### config.mk
export PLATFORM = sky130hd
export DESIGN_NAME = muldiv_unit
export DESIGN_NICKNAME = d
export VERILOG_FILES = /design/src/rtl/muldiv_unit_pkg.sv /design/src/rtl/muldiv_unit.sv
export SDC_FILE = /design/constraint.sdc
export NUM_CORES = 1
export LEC_CHECK = 0
export ABC_AREA = 1
export BUFFER_PORTS_ARGS = -buffer_cell sky130_fd_sc_hd__buf_2
export CORE_MARGIN = 10
export CORE_UTILIZATION = 65
export DETAILED_ROUTE_END_ITERATION = 16
export PLACE_DENSITY = 0.87
export SYNTH_ARGS = -nofsm -noshare
export SYNTH_HDL_FRONTEND = slang
export SYNTH_SLANG_ARGS = --single-unit
### constraint.sdc
create_clock -name clk -period 4.69 [get_ports clk]
set_clock_uncertainty 0.2 [all_clocks]
set_input_delay 0.2345 -clock clk [delete_from_list [all_inputs] [get_ports clk]]
set_output_delay 0.2345 -clock clk [all_outputs]
set_load 0.03 [all_outputs]
### src/rtl/muldiv_unit_pkg.sv
// Shared op codes, FSM states and register-file write-enable codes
// for the iterative multiply/divide unit.
package muldiv_unit_pkg;

  typedef enum logic [1:0] {
    OP_MUL  = 2'b00,
    OP_MULH = 2'b01,
    OP_DIVU = 2'b10,
    OP_REMU = 2'b11
  } op_e;

  typedef enum logic [1:0] {
    S_IDLE = 2'b00,
    S_RUN  = 2'b01,
    S_DONE = 2'b10
  } state_e;

  localparam logic [1:0] WE_NONE = 2'b00;
  localparam logic [1:0] WE_FULL = 2'b01;
  localparam logic [1:0] WE_MSB  = 2'b10;
  localparam logic [1:0] WE_LSB  = 2'b11;

endpackage

### src/rtl/muldiv_unit.sv
// Iterative unsigned multiply/divide, one bit per cycle.
// Shift-add multiply and restoring divide share one hi/lo register pair.
module muldiv_unit
  import muldiv_unit_pkg::*;
#(
  parameter  int WIDTH = 16,
  localparam int CW    = $clog2(WIDTH)
) (
  input  logic             clk,
  input  logic             rst,
  input  logic             start,
  input  logic [1:0]       op,
  input  logic [WIDTH-1:0] a,
  input  logic [WIDTH-1:0] b,
  input  logic [3:0]       wa_in,
  output logic             busy,
  output logic             done,
  output logic [WIDTH-1:0] result,
  output logic [1:0]       we_out,
  output logic [3:0]       wa_out
);

  state_e           state_q, state_d;
  logic [CW-1:0]    cnt_q, cnt_d;
  logic [1:0]       op_q, op_d;
  logic [WIDTH-1:0] b_q, b_d;
  logic [WIDTH-1:0] hi_q, hi_d;
  logic [WIDTH-1:0] lo_q, lo_d;
  logic [3:0]       wa_q, wa_d;
  logic [WIDTH-1:0] res_q, res_d;
  logic [3:0]       wao_q, wao_d;

  logic [WIDTH:0]   sum;
  logic [WIDTH:0]   rem_s;
  logic [WIDTH-1:0] diff;

  // hi = product upper half / partial remainder
  // lo = multiplier / quotient
  always_comb begin
    state_d = state_q;
    cnt_d   = cnt_q;
    op_d    = op_q;
    b_d     = b_q;
    hi_d    = hi_q;
    lo_d    = lo_q;
    wa_d    = wa_q;
    res_d   = res_q;
    wao_d   = wao_q;
    sum     = {1'b0, hi_q} + {1'b0, b_q};
    rem_s   = {hi_q, lo_q[WIDTH-1]};
    diff    = rem_s[WIDTH-1:0] - b_q;

    unique case (state_q)
      S_IDLE: begin
        if (start) begin
          state_d = S_RUN;
          cnt_d   = CW'(WIDTH - 1);
          op_d    = op;
          b_d     = b;
          wa_d    = wa_in;
          hi_d    = '0;
          lo_d    = a;
        end
      end
      S_RUN: begin
        if (!op_q[1]) begin
          if (lo_q[0]) begin
            hi_d = sum[WIDTH:1];
            lo_d = {sum[0], lo_q[WIDTH-1:1]};
          end else begin
            hi_d = {1'b0, hi_q[WIDTH-1:1]};
            lo_d = {hi_q[0], lo_q[WIDTH-1:1]};
          end
        end else begin
          if (rem_s >= {1'b0, b_q}) begin
            hi_d = diff;
            lo_d = {lo_q[WIDTH-2:0], 1'b1};
          end else begin
            hi_d = rem_s[WIDTH-1:0];
            lo_d = {lo_q[WIDTH-2:0], 1'b0};
          end
        end
        cnt_d = cnt_q - CW'(1);
        if (cnt_q == '0) begin
          state_d = S_DONE;
          // MULH and REMU live in hi, MUL and DIVU in lo
          res_d   = op_q[0] ? hi_d : lo_d;
          wao_d   = wa_q;
        end
      end
      S_DONE: state_d = S_IDLE;
      default: state_d = S_IDLE;
    endcase
  end

  always_ff @(posedge clk) begin
    if (rst) begin
      state_q <= S_IDLE;
      cnt_q   <= '0;
      op_q    <= '0;
      b_q     <= '0;
      hi_q    <= '0;
      lo_q    <= '0;
      wa_q    <= '0;
      res_q   <= '0;
      wao_q   <= '0;
    end else begin
      state_q <= state_d;
      cnt_q   <= cnt_d;
      op_q    <= op_d;
      b_q     <= b_d;
      hi_q    <= hi_d;
      lo_q    <= lo_d;
      wa_q    <= wa_d;
      res_q   <= res_d;
      wao_q   <= wao_d;
    end
  end

  assign busy   = (state_q == S_RUN);
  assign done   = (state_q == S_DONE);
  assign we_out = done ? WE_FULL : WE_NONE;
  assign result = res_q;
  assign wa_out = wao_q;

endmodule

==> run_results.csv, run 1 <==
group,metric,value,unit
grt,use_met3,0.0411,
drt,drt_iter0_markers,612,
setup_path,worstSetupPathType,"flip-flop to flip-flop",
setup_path,setup.worst_path.end_class,"flip-flop",
setup_path,ff2ff_path_depth,13,
sta,drv_slew,0,
synth,synth.area.top_cells,"dfxtp_1 27%, nand2_1 19%, inv_1 9.5%",
cts,h-tree-depth,3,
setup_path,crit_end,"result[15]",
sta,setup_viol,0,
synth,synth_edf_count,0,
sta,rsz0062_at_grt,"false",
grt,grt_max_degree,61,
synth,yosysTopAreaCellShare,0.265,
power_and_ir_drop,p_per_area,311,nW/µm²
final_layout,antenna-diode-count,0,
floorplanning,fp.dieArea,13600,µm²
final_layout,seq_area,1600,µm²
final_layout,stdcell_area,6880,µm²
drt,drc,0,
drt,postRouteAntennaNets,0,
sta,hold_viol_final,0,
place,post_dp_cell_area,6320,µm²
floorplanning,io_pins,65,
sta,slew_headroom,0.226,
grt,use_met1,0.352,
setup_path,rrSetupSlack,1910,ps
floorplanning,die_h,116,µm
place,dp_cells,1126,
synth,synth_cells,989,
power_and_ir_drop,ir_worst_vdd,0.000181,V
final_layout,layout-drive-gt1-share,0.121,
drt,routed_wl,18500,µm
cts,cts_tree,"yes",
worst_hold_path,min_path_type,"input pin to flip-flop",
drt,dr.pass1.iters,5,
setup_path,crit_start,"b_q[5]",
grt,grt_pass1_wl,30400,µm
setup_path,r2r_end,"result[15]",
synth,syn_area_per_cell,6.11,µm²
drt,num_vias,6617,
outcome,status,"complete, no violations",
final_layout,final_nets,1135,
floorplanning,core-area,9150,µm²
setup_path,path_cells,"inv_1 -> ha_1 -> nand2_1 -> nor2_1 -> nand3_1 -> nand3_2 -> nand2_2 -> nand2_4 -> nand3_1 -> nand2_1 -> nand3_1 -> nand2_1 -> a21oi_1",
synth,ys_ff_latch,80,
final_layout,areaGrowthSynthToFinish,13.9,%
synth,yosysMostFrequentCell,"nand2_1",
final_layout,fin_cells,1175,
setup_path,cpPeakStageDelay,370,ps
final_layout,multiInputGateArea,3640,µm²
setup_path,critPathMaxFanout,18,
synth,synth-seq-area-share,0.265,
synth,async_flop_share,0,
final_layout,fillerInstances,766,
drt,wl_per_cell,15.7,µm
setup_path,r2r_start,"b_q[5]",
setup_path,critPathRequiredTime,4700,ps
sta,tightest_slew,1160,ps
setup_path,arrival,2800,ps
synth,synth-warning-count,0,
sta,tns,0,ps
place,portBuffers,63,
grt,busiest_layer,"met2",
sta,finalCritPeriodShare,0.593,
sta,fin_crit,2780,ps
cts,cts.reportedPaths.clkPinSlew,90,ps
grt,overflow,0,
grt,track_usage,0.279,
place,gp_congestion,1.03,
synth,syn-num-nets,1065,
floorplanning,floorplan.rows,35,
drt,vias_per_cell,5.63,
place,hpwl,12900,µm
setup_path,critPathSlowestCell,"ha_1",
floorplanning,start_util,0.660,
synth,ys.flop_type,"dfxtp_1",
cts,cts-root-buf,"clkbuf_8",
cts,cts_sinks,80,
cts,clockBufferDepth,2,
synth,syn_area,6040,µm²
power_and_ir_drop,total_leakage_power,3.47,nW
cts,numCtsBuffers,9,
synth,synthDistinctLibCells,38,
setup_path,start_kind,"flip-flop",
sta,fin_hold_ws,11.9,ps
grt,use_met2,0.468,
synth,synthTopCellsByCount,"303 x nand2_1, 153 x inv_1, 80 x dfxtp_1",
floorplanning,die_w,116,µm
grt,antenna_found_initial,0,
synth,yosys.area.top_type,"dfxtp_1",
cts,clk-insertion-delay-late,370,ps
run,cap_violations,0,
sta,max_clock_freq,359,MHz
grt,grt_pass1_vias,6180,
cts,cts_resized,0,
final_layout,fin_util,0.752,
## final cells by class
type                            instances  area share
Clock buffer                            9      0.0180
Clock inverter                          7      0.0158
Inverter                              155      0.0845
Multi-Input combinational cell        712       0.529
Sequential cell                        80       0.233
Tap cell                              111      0.0202
Timing Repair Buffer                  101      0.0992
## what timing repair did
item / 4_1_cts / 5_1_grt
buffers inserted: 0 / 0
hold buffers: 33 / 0
endpoints found under the hold margin: 33 / 0
## worst max-delay path: cells and delay by family (launching register included)
family,cells,cell delay [ps]
buffers and inverters,1,70
AO/OA/AOI/OAI,1,60
adder cells (fa/ha/maj),1,370
AND/OR/NAND/NOR,10,1580
flip-flops,1,360
## where the power goes
group	switching (mW)	total, mW	internal (mW)	leakage [nW]
registers	0.0630	0.792	0.729	0.655
clock network	0.297	0.609	0.312	0.118
logic	0.487	0.738	0.251	2.69
## metrics by stage
step                power [mW]  setup WS (ps)
finish                    2.14           1910
global route              2.27           1660
CTS                       2.12           1970
detailed placement        1.50           2020
global placement          1.49           2050
floorplan                 1.34           2530
## cells by family after synthesis
| logic type | after synthesis | share of synthesized area |
|---|---|---|
| compound gates | 164 | 0.154 |
| xor+xnor | 10 | 0.0145 |
| fa+ha+maj | 35 | 0.0749 |
| buf+inv | 197 | 0.132 |
| flops | 80 | 0.265 |
| other cells | 1 | 0.000621 |
| simple gates | 502 | 0.358 |
## layout by cell type, fill, tap and decap left out, types with 4 or more instances in the layout
cell and instances:
nand3b_1 4, xnor2_1 5, buf_4 5, nor3_1 7, dfxtp_1 79, nand2_1 303, buf_2 63, ha_1 33
nor2_1 73, a21oi_1 72, nand2_2 11, o221ai_1 5, a21oi_2 13, clkbuf_8 9, nand3_1 73, o211ai_1 12
nand3_2 13, o21ai_0 57, nor2_2 4, inv_1 153, dlygate4sd3_1 33, nand4_1 7, xor2_1 5
## how the worst min path moves through the flow
stage,cells after the start,slack (ps),to,from
6_report,3,10,b_q[12],b[12]
3_5_place_dp,2,260,result[10],result[10]
4_1_cts,5,0.7,lo_q[14],a[14]
2_1_floorplan,2,190,lo_q[15],a[15]
3_3_place_gp,2,260,result[10],result[10]
5_1_grt,5,50,lo_q[14],a[14]
## registers in the layout (all words and copies together), names as in the netlist
signal and cells:
state_q 2, result 16, lo_q 16, wa_q 4, wa_out 4, op_q 2
hi_q 16, cnt_q 4, b_q 16
## layer usage
metal / routed length (µm) / vias to the layer above
li1: - / 3281
met1: 7810 / 2964
met2: 8670 / 321
met3: 1420 / 51
met4: 575 / 0
met5: 0 / -
(Power assumes the default switching activity.)
==> run 2, diff against run 1 <==
--- a/config.mk
+++ b/config.mk
@@ -8,9 +8,9 @@
 export ABC_AREA = 1
 export BUFFER_PORTS_ARGS = -buffer_cell sky130_fd_sc_hd__buf_2
 export CORE_MARGIN = 10
-export CORE_UTILIZATION = 65
+export CORE_UTILIZATION = 60
 export DETAILED_ROUTE_END_ITERATION = 16
-export PLACE_DENSITY = 0.87
+export PLACE_DENSITY = 0.81
 export SYNTH_ARGS = -nofsm -noshare
 export SYNTH_HDL_FRONTEND = slang
 export SYNTH_SLANG_ARGS = --single-unit
==> constraint.sdc (replaced) <==
create_clock -name clk -period 2.65 [get_ports clk]
set_clock_uncertainty 0.2 [all_clocks]
set_input_delay 0.1325 -clock clk [delete_from_list [all_inputs] [get_ports clk]]
set_output_delay 0.1325 -clock clk [all_outputs]
set_load 0.03 [all_outputs]
==> run 2 against run 1 <==
Critical path depth unchanged. Hold slack improved by 110 ps. Non-clock buffer count increased by 19. Routed wire length increased by 1.4%. Die area increased by 6.9%. Sequential share of layout area decreased by 0.46 points. Global-route usage decreased by 1.7 points. Via count about the same. Sequential cell count unchanged. Count of clock-buffer cells in the layout increased by 1. Clock power increased by 46%. Register-to-register slack got worse by 1700 ps. Critical endpoint is now result[0]. Largest cell class unchanged.
==> run_results.csv, run 2 (synthesis results as in run 1) <==
group,metric,value,unit
drt,drc,0,
place,hpwl,13300,µm
cts,h-tree-depth,3,
setup_path,start_kind,"flip-flop",
setup_path,crit_start,"b_q[14]",
run,cap_violations,0,
setup_path,worstSetupPathType,"flip-flop to flip-flop",
final_layout,final_cell_mix,"301 x nand2_1, 153 x inv_1, 77 x dfxtp_1",
outcome,status,"complete, no violations",
drt,dr.pass1.iters,5,
final_layout,fin_cells,1219,
final_layout,areaGrowthSynthToFinish,16.6,%
sta,hold_viol_final,0,
cts,cts-root-buf,"clkbuf_8",
sta,tightest_slew,748,ps
power_and_ir_drop,total_leakage_power,3.52,nW
cts,cts_tree,"yes",
place,portBuffers,63,
setup_path,r2r_start,"b_q[14]",
grt,grt_pass1_vias,6430,
drt,num_vias,6623,
power_and_ir_drop,p_per_area,514,nW/µm²
place,post_dp_cell_area,6450,µm²
final_layout,final_common_cell,"nand2_1",
floorplanning,die_h,120,µm
final_layout,layout-drive-gt1-share,0.138,
drt,routed_wl,18700,µm
floorplanning,fp.dieArea,14500,µm²
final_layout,stdcell_area,7050,µm²
cts,numCtsBuffers,9,
cts,clk-insertion-delay-late,370,ps
power_and_ir_drop,ir_worst_vdd,0.000329,V
floorplanning,core-area,9770,µm²
cts,cts.reportedPaths.clkPinSlew,90,ps
floorplanning,io_pins,65,
sta,fin_crit,2480,ps
cts,postCtsSetupRepairBufs,0,
drt,drt_iter0_markers,673,
place,place_ws,70.7,ps
floorplanning,start_util,0.618,
drt,vias_per_cell,5.43,
sta,fin_ws,167,ps
grt,antenna_found_initial,1,
final_layout,final_nets,1154,
worst_hold_path,min_path_type,"input pin to flip-flop",
sta,drv_slew,0,
place,dp_cells,1162,
sta,max_clock_freq,403,MHz
sta,tns,0,ps
grt,grt_max_degree,60,
sta,fin_hold_ws,118,ps
setup_path,critPathRequiredTime,2690,ps
grt,overflow,0,
floorplanning,floorplan.rows,36,
cts,clockBufferDepth,2,
setup_path,arrival,2530,ps
place,gp_congestion,0.999,
sta,finalCritPeriodShare,0.937,
cts,cts_sinks,80,
drt,postRouteAntennaNets,0,
setup_path,setup.worst_path.end_class,"flip-flop",
drt,wl_per_cell,15.4,µm
grt,grt_pass1_wl,31500,µm
setup_path,critPathMaxFanout,14,
floorplanning,die_w,120,µm
grt,track_usage,0.262,
worst_hold_path,hold_start,"rst",
sta,setup_viol,0,
sta,slew_headroom,0.501,
[run 2: layout make-up]
| type | instances | area, µm² |
|---|---|---|
| flip-flops and latches | 80 | 1610 |
| clock buffers | 10 | 138 |
| inverters | 155 | 582 |
| repair buffers | 120 | 838 |
| clock inverters | 6 | 48.8 |
| fillers | 878 | 2730 |
| multi-input cells | 712 | 3660 |
| well taps | 133 | 166 |
| diodes | 3 | 7.51 |
[run 2: per-stage QoR]
stage | power [mW] | utilization
final | 3.62 | 0.721
after global routing | 3.85 | 0.720
after CTS | 3.60 | 0.718
after detailed placement | 2.68 | 0.660
after global placement | 2.67 | 0.660
after floorplan | 2.37 | -
[run 2: power by group]
group	leakage (nW)	internal, mW	total (mW)	switching (mW)
clock	0.0860	0.376	0.889	0.513
combinational	2.78	0.471	1.37	0.904
sequential	0.656	1.29	1.36	0.0705
[run 2: final timing paths]
kind / cells after the start / slack [ps] / end
setup / recovery: 13 / 170 / result[0]
hold / removal: 3 / 120 / state_q[1]
setup reg to reg: 13 / 170 / result[0]
hold reg to reg: 2 / 280 / result[11]
[run 2: timing repair]
action                                  4_1_cts  5_1_grt
endpoints found under the setup margin        0       13
resized for setup                             0        7
hold buffers                                 38        0
endpoints found under the hold margin        38        0
[run 2: critical path: stages (launching register included)]
cell and delay [ps]:
dfxtp_1 350, inv_1 80, ha_1 380, nand2_1 120, nand2_1 80, a21oi_2 140, nand2_2 80, nor2_4 140
buf_4 240, nand3_1 160, nand3_2 120, nand3_1 90, nand2_1 130, a21oi_2 50
[run 2: routing by layer]
metal	track usage	vias up	part of all wire
li1	-	3317	-
met1	0.322	2962	0.42
met2	0.420	283	0.46
met3	0.0549	61	0.081
met4	0.142	0	0.039
met5	0	-	0
